### src/rtl/selector_2bits_rr_feeder_if.sv
`default_nettype none
// +-----------------------------------------------------------------------------+
// | selector_2bits_rr_feeder_if : producer/selector/consumer bus of the feeder  |
// | Revision 1.0                                                                |
// +-----------------------------------------------------------------------------+
interface selector_2bits_rr_feeder_if #(
  parameter int DATA_WIDTH = 8
);
  logic [3:0]            in_valid;
  logic [DATA_WIDTH-1:0] in_data1;
  logic [DATA_WIDTH-1:0] in_data2;
  logic [DATA_WIDTH-1:0] in_data3;
  logic [DATA_WIDTH-1:0] in_data4;
  logic [3:0]            in_ready;
  logic [DATA_WIDTH-1:0] number1;
  logic [DATA_WIDTH-1:0] number2;
  logic [DATA_WIDTH-1:0] number3;
  logic [DATA_WIDTH-1:0] number4;
  logic [1:0]            select;
  logic                  out_valid;
  logic                  out_ready;

  // Environment side: producers and the consumer.
  modport master (
    output in_valid, in_data1, in_data2, in_data3, in_data4, out_ready,
    input  in_ready, number1, number2, number3, number4, select, out_valid
  );

  // Feeder side.
  modport slave (
    input  in_valid, in_data1, in_data2, in_data3, in_data4, out_ready,
    output in_ready, number1, number2, number3, number4, select, out_valid
  );
endinterface
`default_nettype wire

### src/rtl/selector_2bits_rr_feeder.sv
`default_nettype none
// +-----------------------------------------------------------------------------+
// | selector_2bits_rr_feeder : four one-byte holding registers, round-robin     |
// | arbitration and valid/ready qualification for the 4:1 byte selector.        |
// | Revision 1.0                                                                |
// +-----------------------------------------------------------------------------+
module selector_2bits_rr_feeder #(
  parameter int DATA_WIDTH = 8
) (
  input  wire logic                  clk,
  input  wire logic                  rst_n,
  selector_2bits_rr_feeder_if.slave  bus
);

  typedef enum logic [0:0] {
    IDLE  = 1'b0,
    GRANT = 1'b1
  } state_t;

  state_t                      state_q, state_d;
  logic [3:0]                  full_q, full_d;
  logic [3:0][DATA_WIDTH-1:0]  num_q, num_d;
  logic [1:0]                  select_q, select_d;
  logic [1:0]                  rr_ptr_q, rr_ptr_d;
  logic                        out_valid_q, out_valid_d;

  logic [3:0][DATA_WIDTH-1:0]  in_data;
  logic [3:0]                  wr_en;
  logic [3:0]                  sel_onehot;
  logic [3:0]                  remaining;
  logic                        accept;

  // First set bit of cand scanning ptr, ptr+1, ptr+2, ptr+3 (mod 4).
  // Scanning backwards lets the earliest hit overwrite later ones.
  function automatic logic [1:0] rr_pick(input logic [3:0] cand, input logic [1:0] ptr);
    logic [1:0] idx;
    rr_pick = ptr;
    for (int k = 3; k >= 0; k--) begin
      idx = ptr + 2'(k);
      if (cand[idx]) rr_pick = idx;
    end
  endfunction

  assign in_data    = {bus.in_data4, bus.in_data3, bus.in_data2, bus.in_data1};
  assign wr_en      = bus.in_valid & ~full_q;
  assign accept     = out_valid_q & bus.out_ready;
  assign sel_onehot = 4'b0001 << select_q;
  // Writes landing this cycle are deliberately not candidates yet.
  assign remaining  = full_q & ~sel_onehot;

  always_comb begin
    full_d = (full_q & ~(accept ? sel_onehot : 4'b0000)) | wr_en;
    num_d  = num_q;
    for (int i = 0; i < 4; i++) begin
      if (wr_en[i]) num_d[i] = in_data[i];
    end
  end

  always_comb begin
    state_d     = state_q;
    select_d    = select_q;
    out_valid_d = out_valid_q;
    rr_ptr_d    = rr_ptr_q;
    case (state_q)
      IDLE: begin
        if (|full_q) begin
          select_d    = rr_pick(full_q, rr_ptr_q);
          out_valid_d = 1'b1;
          state_d     = GRANT;
        end
      end
      GRANT: begin
        if (accept) begin
          rr_ptr_d = select_q + 2'd1;
          if (|remaining) begin
            select_d = rr_pick(remaining, select_q + 2'd1);
          end else begin
            out_valid_d = 1'b0;
            state_d     = IDLE;
          end
        end
      end
      default: begin
        out_valid_d = 1'b0;
        state_d     = IDLE;
      end
    endcase
  end

  always_ff @(posedge clk or negedge rst_n) begin
    if (!rst_n) begin
      state_q     <= IDLE;
      full_q      <= 4'b0000;
      num_q       <= '0;
      select_q    <= 2'b00;
      rr_ptr_q    <= 2'b00;
      out_valid_q <= 1'b0;
    end else begin
      state_q     <= state_d;
      full_q      <= full_d;
      num_q       <= num_d;
      select_q    <= select_d;
      rr_ptr_q    <= rr_ptr_d;
      out_valid_q <= out_valid_d;
    end
  end

  assign bus.in_ready  = ~full_q;
  assign bus.number1   = num_q[0];
  assign bus.number2   = num_q[1];
  assign bus.number3   = num_q[2];
  assign bus.number4   = num_q[3];
  assign bus.select    = select_q;
  assign bus.out_valid = out_valid_q;

endmodule
`default_nettype wire

### src/flat_wrapper.sv
// flat-port wrapper written by rule: the top's interface ports become plain ports
module selector_2bits_rr_feeder_flat 
#(
  parameter int DATA_WIDTH = 8
)
  (clk, rst_n, bus_in_valid, bus_in_data1, bus_in_data2, bus_in_data3, bus_in_data4, bus_out_ready, bus_in_ready, bus_number1, bus_number2, bus_number3, bus_number4, bus_select, bus_out_valid);
  selector_2bits_rr_feeder_if #(.DATA_WIDTH(DATA_WIDTH)) bus_i ();
  input  wire logic clk;
  input  wire logic rst_n;
  input wire logic [$bits(bus_i.in_valid)-1:0] bus_in_valid;
  input wire logic [$bits(bus_i.in_data1)-1:0] bus_in_data1;
  input wire logic [$bits(bus_i.in_data2)-1:0] bus_in_data2;
  input wire logic [$bits(bus_i.in_data3)-1:0] bus_in_data3;
  input wire logic [$bits(bus_i.in_data4)-1:0] bus_in_data4;
  input wire logic [$bits(bus_i.out_ready)-1:0] bus_out_ready;
  output wire logic [$bits(bus_i.in_ready)-1:0] bus_in_ready;
  output wire logic [$bits(bus_i.number1)-1:0] bus_number1;
  output wire logic [$bits(bus_i.number2)-1:0] bus_number2;
  output wire logic [$bits(bus_i.number3)-1:0] bus_number3;
  output wire logic [$bits(bus_i.number4)-1:0] bus_number4;
  output wire logic [$bits(bus_i.select)-1:0] bus_select;
  output wire logic [$bits(bus_i.out_valid)-1:0] bus_out_valid;
  assign bus_i.in_valid = bus_in_valid;
  assign bus_i.in_data1 = bus_in_data1;
  assign bus_i.in_data2 = bus_in_data2;
  assign bus_i.in_data3 = bus_in_data3;
  assign bus_i.in_data4 = bus_in_data4;
  assign bus_i.out_ready = bus_out_ready;
  assign bus_in_ready = bus_i.in_ready;
  assign bus_number1 = bus_i.number1;
  assign bus_number2 = bus_i.number2;
  assign bus_number3 = bus_i.number3;
  assign bus_number4 = bus_i.number4;
  assign bus_select = bus_i.select;
  assign bus_out_valid = bus_i.out_valid;
  selector_2bits_rr_feeder #(.DATA_WIDTH(DATA_WIDTH)) u_core (.clk(clk), .rst_n(rst_n), .bus(bus_i));
endmodule
### config.mk
export PLATFORM = sky130hd
export DESIGN_NAME = selector_2bits_rr_feeder_flat
export DESIGN_NICKNAME = d
export VERILOG_FILES = /design/src/rtl/selector_2bits_rr_feeder_if.sv /design/src/rtl/selector_2bits_rr_feeder.sv /design/src/flat_wrapper.sv
export SDC_FILE = /design/constraint.sdc
export NUM_CORES = 1
export LEC_CHECK = 0
export BUFFER_PORTS_ARGS = -buffer_cell sky130_fd_sc_hd__buf_2
export CAP_MARGIN = 20
export CORE_ASPECT_RATIO = 0.9
export CORE_MARGIN = 2
export CORE_UTILIZATION = 33
export CTS_BUF_LIST = sky130_fd_sc_hd__clkbuf_16
export CTS_CLUSTER_DIAMETER = 100
export CTS_CLUSTER_SIZE = 28
export DETAILED_ROUTE_END_ITERATION = 8
export MAX_ROUTING_LAYER = met4
export SLEW_MARGIN = 40
export SYNTH_ARGS = -nofsm -noshare
export SYNTH_HDL_FRONTEND = slang
export SYNTH_SLANG_ARGS = --single-unit
### constraint.sdc
create_clock -name clk -period 2.95 [get_ports clk]
set_input_delay 0.59 -clock clk [delete_from_list [all_inputs] [get_ports clk]]
set_output_delay 0.59 -clock clk [all_outputs]
set_load 0.01 [all_outputs]
==> flow_summary.yaml, run 1 <==
layout:
  fin_util_pct: 43.0
  drive_gt1_share_pct: 53.8
  fillers: 605
  nets: 278
  n_antenna_cell: 0
  area_growth_pct: 28.2
  final_cells: 308
die:
  die_h_um: 78.4
  start_util_pct: 33.6
  ios: 78
  coreArea_um2: 6050
  die_area_um2: 6800
  die_x_um: 86.7
  std_cell_rows: 27
drt:
  first_pass_iters: 4
  wire_per_inst_um: 14.7
  route.detailed.drc: 0
  drt_iter0_markers: 60
  vias: 1559
  wl_um: 4520
  vias_per_cell: 5.06
  postRouteAntennaNets: 0
timing:
  timing.final.crit_share_pct: 81.7
  worst_pin_slew_ps: 530
  max_freq_mhz: 415
  period_needed_ps: 2410
  rsz0062_at_grt: "no"
  finalWorstSetupSlack_ps: 541
  finalMaxSlewViolations: 0
  worst_clock_skew_ps: 3.61
  setup_tns_ps: 0
  max-slew-margin-rel_pct: 64.7
  setup_violations: 0
  hold_violations: 0
global_route:
  antenna_found_initial: 0
  grt_use_total_pct: 14.8
  grt_pass1_vias: 1571
  grt_max_degree: 43
  grt_overflow: 0
  grt_pass1_wl_um: 7700
yosys:
  async_flop_share_pct: 100
  synthesis.nets: 203
  synth_enable_flop_cells: 0
  synth_area_um2: 2030
  synth_xor_area_share_pct: 0
  synth_cells: 160
  ys_ff_latch: 42
  ys.flop_type: "dfrtp_1"
  ys_seq_area_share_pct: 51.8
  synth_warnings: 0
  syn_area_per_cell_um2: 12.7
  synth_top_family_by_area: "multiplexers"
  synthDistinctLibCells: 41
  synth_compound_area_share_pct: 11.0
  synth.area.mux_share_pct: 20.9
  yosys.area_share.simple_pct: 9.37
  yosys.area_share.adder_pct: 2.46
clocking:
  ctsLongestPathBuffers: 2
  hold_buffers: 0
  cts-resized-gates: 0
  cts-root-buf: "clkbuf_16"
  cts.clk_slew.worst_paths_ps: 60
  cts.sinks: 42
  htreeDepth: 2
  cts_made_buffers: 5
  cts_setup_buffers: 0
  cts_tree: "built"
  clkLatencyLatePin_ps: 280
placed_design:
  hpwl_um: 3200
  placedCellCount: 300
  gp_congestion: 0.902
  io_buffers: 77
  dp_slack_ps: 581
worst_setup_path:
  cp-start-kind: "register"
  arrival_ps: 2570
  slowest_stage: "ha_1"
  path_cells: "inv_1 -> ha_1 -> mux2_2 -> a211o_1 -> a32oi_2 -> nor4b_1 -> a311o_1"
  path_delay_family: "compound AO/OA/AOI/OAI gates"
  critPathMaxStageDelay_ps: 550
  cp-end-kind: "register"
  reg2reg_depth: 7
  cp_max_fo: 12
  crit_cells: 7
  cp-endpoint: "u_core.bus.select[0]"
  rrSetupSlack_ps: 540
  startpoint: "u_core.bus.select[1]"
  reg2reg_to: "u_core.bus.select[0]"
  critPathKind: "register to register"
  r2r_start: "u_core.bus.select[1]"
  crit_required_ps: 3110
  crit_buf_inv: 1
pwr:
  power_mw: 3.07
  peakVddDrop_uv: 423
  power_density_nw_per_um2: 1180
  total_leakage_power_nw: 1.24
worst_hold_path:
  min_path_type: "input pin to asynchronous set/reset pin"
job:
  maxCapViolCount: 0
run_status:
  status: "complete, no violations"
-- cells in the final DEF, fill, tap and decap left out, drive strengths merged, types with 3 or more instances in the layout --
| cell type | n |
|---|---|
| a21o | 4 |
| nand2b | 3 |
| inv | 8 |
| buf | 78 |
| o211ai | 3 |
| o21ai | 3 |
| nor2 | 6 |
| mux2 | 34 |
| clkbuf | 5 |
| nand3 | 6 |
| ha | 4 |
| dfrtp | 42 |
| nor2b | 6 |
| nand2 | 3 |
-- stage by stage --
stage	instance area, um^2	hold WS, ps
2_1_floorplan	2030	294
3_3_place_gp	2450	485
3_5_place_dp	2450	491
4_1_cts	2590	310
5_1_grt	2600	325
6_report	2600	295
-- worst min-delay path by stage --
| stage | to | slack [ps] | depth (start not counted) |
|---|---|---|---|
| 2_1_floorplan | u_core.bus.number1[0] | 290 | 0 |
| 3_3_place_gp | u_core.bus.number1[0] | 490 | 1 |
| 3_5_place_dp | u_core.bus.number1[4] | 490 | 1 |
| 4_1_cts | u_core.bus.number1[4] | 310 | 1 |
| 5_1_grt | u_core.bus.number4[1] | 320 | 1 |
| 6_report | u_core.bus.number1[0] | 300 | 1 |
-- metal layers --
| metal | GRT usage [%] | up-vias | routed length [um] |
|---|---|---|---|
| met5 | - | - | 0 |
| met4 | 5.16 | 0 | 53 |
| met3 | 2.84 | 5 | 221 |
| met2 | 23.3 | 50 | 2270 |
| met1 | 19.3 | 766 | 1970 |
| li1 | - | 738 | - |
-- synthesized netlist by cell type (2+ instances only) --
| master | n | area share (%) |
|---|---|---|
| nor2_1 | 6 | 1.1 |
| o211ai_1 | 3 | 1.1 |
| a21o_1 | 4 | 1.5 |
| o221ai_1 | 2 | 0.86 |
| mux2i_1 | 2 | 0.99 |
| o21ai_0 | 2 | 0.49 |
| buf_6 | 3 | 1.7 |
| a22oi_1 | 2 | 0.74 |
| nand2_1 | 3 | 0.55 |
| buf_2 | 3 | 0.74 |
| dfrtp_1 | 42 | 52 |
| nand3_1 | 6 | 1.5 |
| a21oi_1 | 2 | 0.49 |
| nor4b_1 | 2 | 0.86 |
| ha_1 | 4 | 2.5 |
| inv_1 | 6 | 1.1 |
| clkbuf_1 | 4 | 0.74 |
| mux2_2 | 34 | 19 |
| nand2b_1 | 3 | 0.92 |
| nor2b_1 | 6 | 1.8 |
-- registers in the layout (all words and copies together), names as in the netlist --
name / flops
u_core.bus.number1: 8
u_core.bus.number2: 8
u_core.bus.number3: 8
u_core.bus.number4: 8
u_core.full_q: 4
u_core.bus.select: 2
u_core.rr_ptr_q: 2
u_core.bus.out_valid: 1
u_core.state_q: 1
-- worst register-to-register path, stage by stage (launching register included) --
cell     delay [ps]
dfrtp_1         410
inv_1            80
ha_1            550
mux2_2          390
a211o_1         280
a32oi_2         190
nor4b_1          80
a311o_1         310
-- cell type report --
class | instances | area, um^2 | area share, %
sequential | 42 | 1050 | 40.4
multi-input combinational | 101 | 897 | 34.5
timing repair buffer | 78 | 395 | 15.2
clock buffer | 5 | 125 | 4.81
tap | 72 | 90.1 | 3.46
inverter | 7 | 26.3 | 1.01
clock inverter | 3 | 17.5 | 0.673
-- report_power, final --
| part | switching (mW) | internal (mW) |
|---|---|---|
| Combinational | 0.708 | 0.732 |
| Clock | 0.212 | 0.310 |
| Sequential | 0.241 | 0.865 |
| Total | 1.16 | 1.91 |
-- logic make-up (layout without fill, tap and decap cells) --
logic type | count (synthesis) | count (layout)
AO/OA/AOI/OAI | 28 | 28
adder cells (fa/ha/maj) | 4 | 4
AND/OR/NAND/NOR | 32 | 32
multiplexers | 37 | 37
flip-flops | 42 | 42
buffers and inverters | 17 | 93
(Power assumes the default switching activity.)
==> inputs of run 2 (changes only) <==
--- a/config.mk
+++ b/config.mk
@@ -5,6 +5,7 @@
 export SDC_FILE = /design/constraint.sdc
 export NUM_CORES = 1
 export LEC_CHECK = 0
+export ABC_AREA = 1
 export BUFFER_PORTS_ARGS = -buffer_cell sky130_fd_sc_hd__buf_2
 export CAP_MARGIN = 20
 export CORE_ASPECT_RATIO = 0.9
==> constraint.sdc (replaced) <==
create_clock -name clk -period 2.04 [get_ports clk]
set_input_delay 0.408 -clock clk [delete_from_list [all_inputs] [get_ports clk]]
set_output_delay 0.408 -clock clk [all_outputs]
set_load 0.01 [all_outputs]
==> run 2 against run 1 <==
Compared with the run above:
- worst hold slack got worse by 100 ps
- core utilization increased by 1.3 points
- sequential power decreased by 25%
- clock skew increased by 3.3 ps
- flip-flop and latch count unchanged
- first-iteration DRC count increased to 2.7 times the previous value
- via count increased by 14%
- register-to-register slack got worse by 320 ps
- cell count increased by 26%
- critical path depth increased by 3
- total power decreased by 47%
==> flow_summary.yaml, run 2 <==
clocking:
  cts_setup_buffers: 0
  cts.clk_slew.worst_paths_ps: 60
  htreeDepth: 2
  cts.sinks: 42
  clkLatencyLatePin_ps: 280
  cts-resized-gates: 0
  cts_made_buffers: 5
  cts_tree: "built"
  cts-root-buf: "clkbuf_16"
  ctsLongestPathBuffers: 2
  hold_buffers: 0
yosys:
  synth_cells: 218
  yosys.area_share.simple_pct: 18.4
  synth_commonest_cells: "62 x nand2_1, 42 x dfrtp_1, 32 x mux2_2"
  synth.area.mux_share_pct: 17.1
  ys_ff_latch: 42
  ys_top_cells_by_area: "dfrtp_1 50%, mux2_2 17%, nand2_1 11%"
  synth_xor_area_share_pct: 0.833
  synthDistinctLibCells: 24
  ys_seq_area_share_pct: 50.0
  async_flop_share_pct: 100
  yosys.area_share.adder_pct: 2.38
  synth_compound_area_share_pct: 4.88
  synth_area_um2: 2100
  synth_top_family_by_area: "simple AND/OR/NAND/NOR gates"
  synth_enable_flop_cells: 0
  syn_area_per_cell_um2: 9.64
  synthMostInstantiatedCell: "nand2_1"
  yosysTopAreaCell: "dfrtp_1"
  synth_warnings: 0
  synthesis.nets: 261
  ys.flop_type: "dfrtp_1"
  synth_top_area_share_pct: 50.0
drt:
  drt_iter0_markers: 160
  vias_per_cell: 4.58
  route.detailed.drc: 0
  vias: 1783
  wl_um: 4660
  wire_per_inst_um: 12.0
  postRouteAntennaNets: 0
  first_pass_iters: 4
layout:
  mostFrequentLayoutCells: "77 x buf_2, 62 x nand2_1, 42 x dfrtp_1"
  nets: 344
  layout_commonest_cell: "buf_2"
  n_antenna_cell: 0
  regArea_um2: 1050
  drive_gt1_share_pct: 44.0
  multi_input_area_um2: 917
  area_growth_pct: 29.7
  fillers: 620
  final_cells: 389
timing:
  worst_pin_slew_ps: 517
  timing.final.crit_share_pct: 89.0
  worst_clock_skew_ps: 6.89
  max_freq_mhz: 551
  period_needed_ps: 1820
  max-slew-margin-rel_pct: 65.6
  rsz0062_at_grt: "no"
  setup_violations: 0
  hold_violations: 0
  setup_tns_ps: 0
  finalMaxSlewViolations: 0
pwr:
  total_leakage_power_nw: 1.62
  peakVddDrop_uv: 347
  power_density_nw_per_um2: 596
  power_mw: 1.62
worst_setup_path:
  cp_max_fo: 7
  crit_buf_inv: 1
  cp-end-kind: "register"
  critPathKind: "register to register"
  crit_top_cell: "nand2_1"
  crit_required_ps: 2200
  arrival_ps: 1980
  path_cells: "inv_1 -> ha_1 -> xor2_1 -> nand2_1 -> nand2_1 -> nand2_1 -> nand2_1 -> nand2_1 -> a21oi_1 -> a21oi_1"
  path_delay_family: "flip-flops"
  cp-start-kind: "register"
  slowest_stage: "dfrtp_1"
  critPathMaxStageDelay_ps: 460
die:
  std_cell_rows: 27
  coreArea_um2: 6150
  start_util_pct: 34.2
  die_area_um2: 7020
  ios: 78
  die_x_um: 88.1
  die_h_um: 79.7
placed_design:
  hpwl_um: 3660
  io_buffers: 77
  gp_congestion: 0.822
  placedCellCount: 381
job:
  maxCapViolCount: 0
global_route:
  grt_pass1_wl_um: 8160
  grt_overflow: 0
  grt_use_total_pct: 15.3
  grt_max_degree: 43
  grt_pass1_vias: 1831
  antenna_found_initial: 0
run_status:
  status: "complete, no violations"
worst_hold_path:
  min_path_type: "input pin to asynchronous set/reset pin"
-- run 2: cell types whose count changed in the layout (fill, tap and decap cells not counted), sizes merged, moves of 3 or more --
| cell | previous run | this run |
|---|---|---|
| a21o | 4 | 0 |
| inv | 8 | 28 |
| nand2 | 3 | 65 |
| nand2b | 3 | 0 |
| nand3 | 6 | 21 |
| nor2b | 6 | 0 |
| o21ai | 3 | 6 |
-- run 2: final cells by class --
| cell class | instances | share of cell area [%] |
|---|---|---|
| Sequential cell | 42 | 38.5 |
| Multi-Input combinational cell | 146 | 33.6 |
| Timing Repair Buffer | 79 | 14.7 |
| Clock buffer | 5 | 4.59 |
| Tap cell | 87 | 3.99 |
| Inverter | 27 | 3.90 |
| Clock inverter | 3 | 0.642 |
-- run 2: worst paths after layout --
| path | endpoint | startpoint | cells after the start | slack [ps] |
|---|---|---|---|---|
| max reg2reg | u_core.bus.select[0] | u_core.bus.select[1] | 10 | 220 |
| min reg2reg | u_core.bus.number3[7] | u_core.bus.number3[7] | 1 | 500 |
| min | u_core.bus.number3[4] | rst_n | 2 | 190 |
| max in group asynchronous | u_core.full_q[1] | rst_n | 2 | 1490 |
| min in group clk | u_core.bus.number4[4] | bus_in_data4[4] | 2 | 360 |
| max | u_core.bus.select[0] | u_core.bus.select[1] | 10 | 220 |
-- run 2: cells by family after synthesis --
logic type      count (synthesis)
flops                          42
xor+xnor                        2
mux                            32
buf+inv                        30
simple gates                   92
compound gates                 16
fa+ha+maj                       4
-- run 2: metrics by stage --
step	hold WS, ps	worst slack [ps]	util [%]	instance area, um^2
2_1_floorplan	112	235	-	2100
3_3_place_gp	483	289	42.0	2580
3_5_place_dp	487	228	42.0	2580
4_1_cts	211	221	44.3	2730
5_1_grt	249	4.02	44.3	2730
6_report	191	225	44.3	2730
-- run 2: report_power, final --
group          leakage [nW]  internal, mW  total (mW)  switching, mW
sequential            0.540         0.833       0.833              0
clock                0.0750         0.448       0.741          0.294
combinational          1.01        0.0267      0.0502         0.0235
-- run 2: worst reg2reg max path, stage by stage (launching register included) --
cell and delay [ps]:
dfrtp_1 460, inv_1 100, ha_1 420, xor2_1 210
nand2_1 90, nand2_1 90, nand2_1 50, nand2_1 50
nand2_1 40, a21oi_1 110, a21oi_1 70
-- run 2: layer usage --
layer  global-route usage [%]  wire (um)  up-vias  part of all wire, %
met4                     5.45         68        0                  1.5
met3                     3.72        297        4                  6.4
met1                     21.0       2270      840                   49
li1                         -          -      880                    -
met5                        -          0        -                    0
met2                     22.2       2020       59                   43
==> inputs of run 3 (changes only) <==
--- a/config.mk
+++ b/config.mk
@@ -8,14 +8,16 @@
 export ABC_AREA = 1
 export BUFFER_PORTS_ARGS = -buffer_cell sky130_fd_sc_hd__buf_2
 export CAP_MARGIN = 20
+export CELL_PAD_IN_SITES_DETAIL_PLACEMENT = 1
+export CELL_PAD_IN_SITES_GLOBAL_PLACEMENT = 1
 export CORE_ASPECT_RATIO = 0.9
-export CORE_MARGIN = 2
 export CORE_UTILIZATION = 33
 export CTS_BUF_LIST = sky130_fd_sc_hd__clkbuf_16
 export CTS_CLUSTER_DIAMETER = 100
 export CTS_CLUSTER_SIZE = 28
 export DETAILED_ROUTE_END_ITERATION = 8
 export MAX_ROUTING_LAYER = met4
+export PLACE_DENSITY_LB_ADDON = 0.1
 export SLEW_MARGIN = 40
 export SYNTH_ARGS = -nofsm -noshare
 export SYNTH_HDL_FRONTEND = slang
==> run 3 against run 2 <==
Compared with the run above:
- wire length is 12% higher
- highest routed layer unchanged
- sequential share of layout area shrank 0.23 points
- critical endpoint unchanged
- cell count up 0.26%
- clock power up 3.2%
- sequential power is essentially flat
==> flow_summary.yaml, run 3 (same netlist as run 2, synthesis figures left out) <==
worst_setup_path:
  cp-end-kind: "register"
  crit_required_ps: 2200
  crit_buf_inv: 1
  crit_top_cell: "nand2_1"
  path_delay_family: "flip-flops"
  slowest_stage: "dfrtp_1"
  critPathMaxStageDelay_ps: 450
  arrival_ps: 2000
  path_cells: "inv_4 -> ha_2 -> xor2_1 -> nand2_1 -> nand2_1 -> nand2_1 -> nand2_1 -> nand2_1 -> a21oi_1 -> a21oi_1"
  critPathKind: "register to register"
  cp_max_fo: 8
  cp-start-kind: "register"
pwr:
  total_leakage_power_nw: 1.63
  peakVddDrop_uv: 402
  power_density_nw_per_um2: 602
layout:
  area_growth_pct: 30.5
  fillers: 749
  layout_commonest_cell: "buf_2"
  fin_util_pct: 44.6
  n_antenna_cell: 0
  drive_gt1_share_pct: 44.6
  nets: 345
  mostFrequentLayoutCells: "77 x buf_2, 62 x nand2_1, 42 x dfrtp_1"
global_route:
  antenna_found_initial: 0
  grt_pass1_vias: 1853
  grt_pass1_wl_um: 8490
  grt_max_degree: 18
  grt_overflow: 0
  grt_use_total_pct: 17.1
drt:
  first_pass_iters: 4
  postRouteAntennaNets: 0
  route.detailed.drc: 0
  wl_um: 5210
  vias_per_cell: 4.59
  vias: 1790
  drt_iter0_markers: 61
  wire_per_inst_um: 13.4
clocking:
  clkLatencyLatePin_ps: 280
  ctsLongestPathBuffers: 2
  cts.sinks: 42
  cts-root-buf: "clkbuf_16"
  hold_buffers: 0
  cts_made_buffers: 5
  cts.clk_slew.worst_paths_ps: 60
  cts_setup_buffers: 0
  htreeDepth: 2
  cts_tree: "built"
placed_design:
  hpwl_um: 4160
  io_buffers: 77
  gp_congestion: 0.844
timing:
  max-slew-margin-rel_pct: 72.2
  period_needed_ps: 1830
  rsz0062_at_grt: "no"
  finalMaxSlewViolations: 0
  setup_tns_ps: 0
  max_freq_mhz: 546
  worst_pin_slew_ps: 417
  worst_clock_skew_ps: 4.98
  hold_violations: 0
  setup_violations: 0
  timing.final.crit_share_pct: 89.8
die:
  die_area_um2: 6690
  ios: 78
  die_h_um: 77.7
  coreArea_um2: 6150
  std_cell_rows: 27
  die_x_um: 86.1
  start_util_pct: 34.2
job:
  maxCapViolCount: 0
worst_hold_path:
  min_path_type: "input pin to asynchronous set/reset pin"
run_status:
  status: "complete, no violations"
## run 3: worst reg2reg max path: cells and delay by family (launching register included)
family          cells  cell delay [ps]
xor+xnor            1              210
fa+ha+maj           1              410
buf+inv             1               90
flops               1              450
simple gates        5              360
compound gates      2              200
## run 3: layer usage
metal / part of all wire [%] / track usage [%]
met5: 0 / -
met4: 1.2 / 5.00
met3: 5.2 / 5.00
met2: 48 / 27.1
met1: 46 / 21.3
## run 3: worst paths after layout
kind	from	to	slack (ps)	cells after the start
hold / removal	rst_n	u_core.bus.number1[3]	50	1
setup reg to reg	u_core.bus.select[0]	u_core.bus.select[0]	210	10
setup / recovery	u_core.bus.select[0]	u_core.bus.select[0]	210	10
min in group clk	bus_in_data1[4]	u_core.bus.number1[4]	350	2
max in group asynchronous	rst_n	u_core.bus.number3[7]	1440	2
hold reg to reg	u_core.bus.number3[3]	u_core.bus.number3[3]	500	1
## run 3: layout make-up
class | instances | area [um^2] | share of cell area [%]
tap | 87 | 109 | 3.97
clock buffer | 5 | 125 | 4.56
multi-input combinational | 146 | 927 | 33.8
clock inverter | 3 | 16.3 | 0.593
timing repair buffer | 80 | 408 | 14.9
sequential | 42 | 1050 | 38.3
inverter | 27 | 106 | 3.88
## run 3: metrics by stage
step	total power, mW	setup WS, ps	hold WS (ps)	instance area (um^2)	std cells
2_1_floorplan	0.849	235	112	2100	218
3_3_place_gp	0.904	287	369	2590	382
3_5_place_dp	0.904	189	364	2590	382
4_1_cts	1.68	176	60.8	2730	390
5_1_grt	1.72	31.2	90.2	2740	390
6_report	1.65	208	50.1	2740	390
## run 3: power breakdown
part           internal [mW]  switching, mW
Clock                  0.449          0.317
Sequential             0.833              0
Combinational         0.0280         0.0255
Total                   1.31          0.342
## run 3: repair_timing
action	in CTS	in global routing
setup endpoints to repair	0	1
resized for setup	0	2
endpoints found under the hold margin	0	0
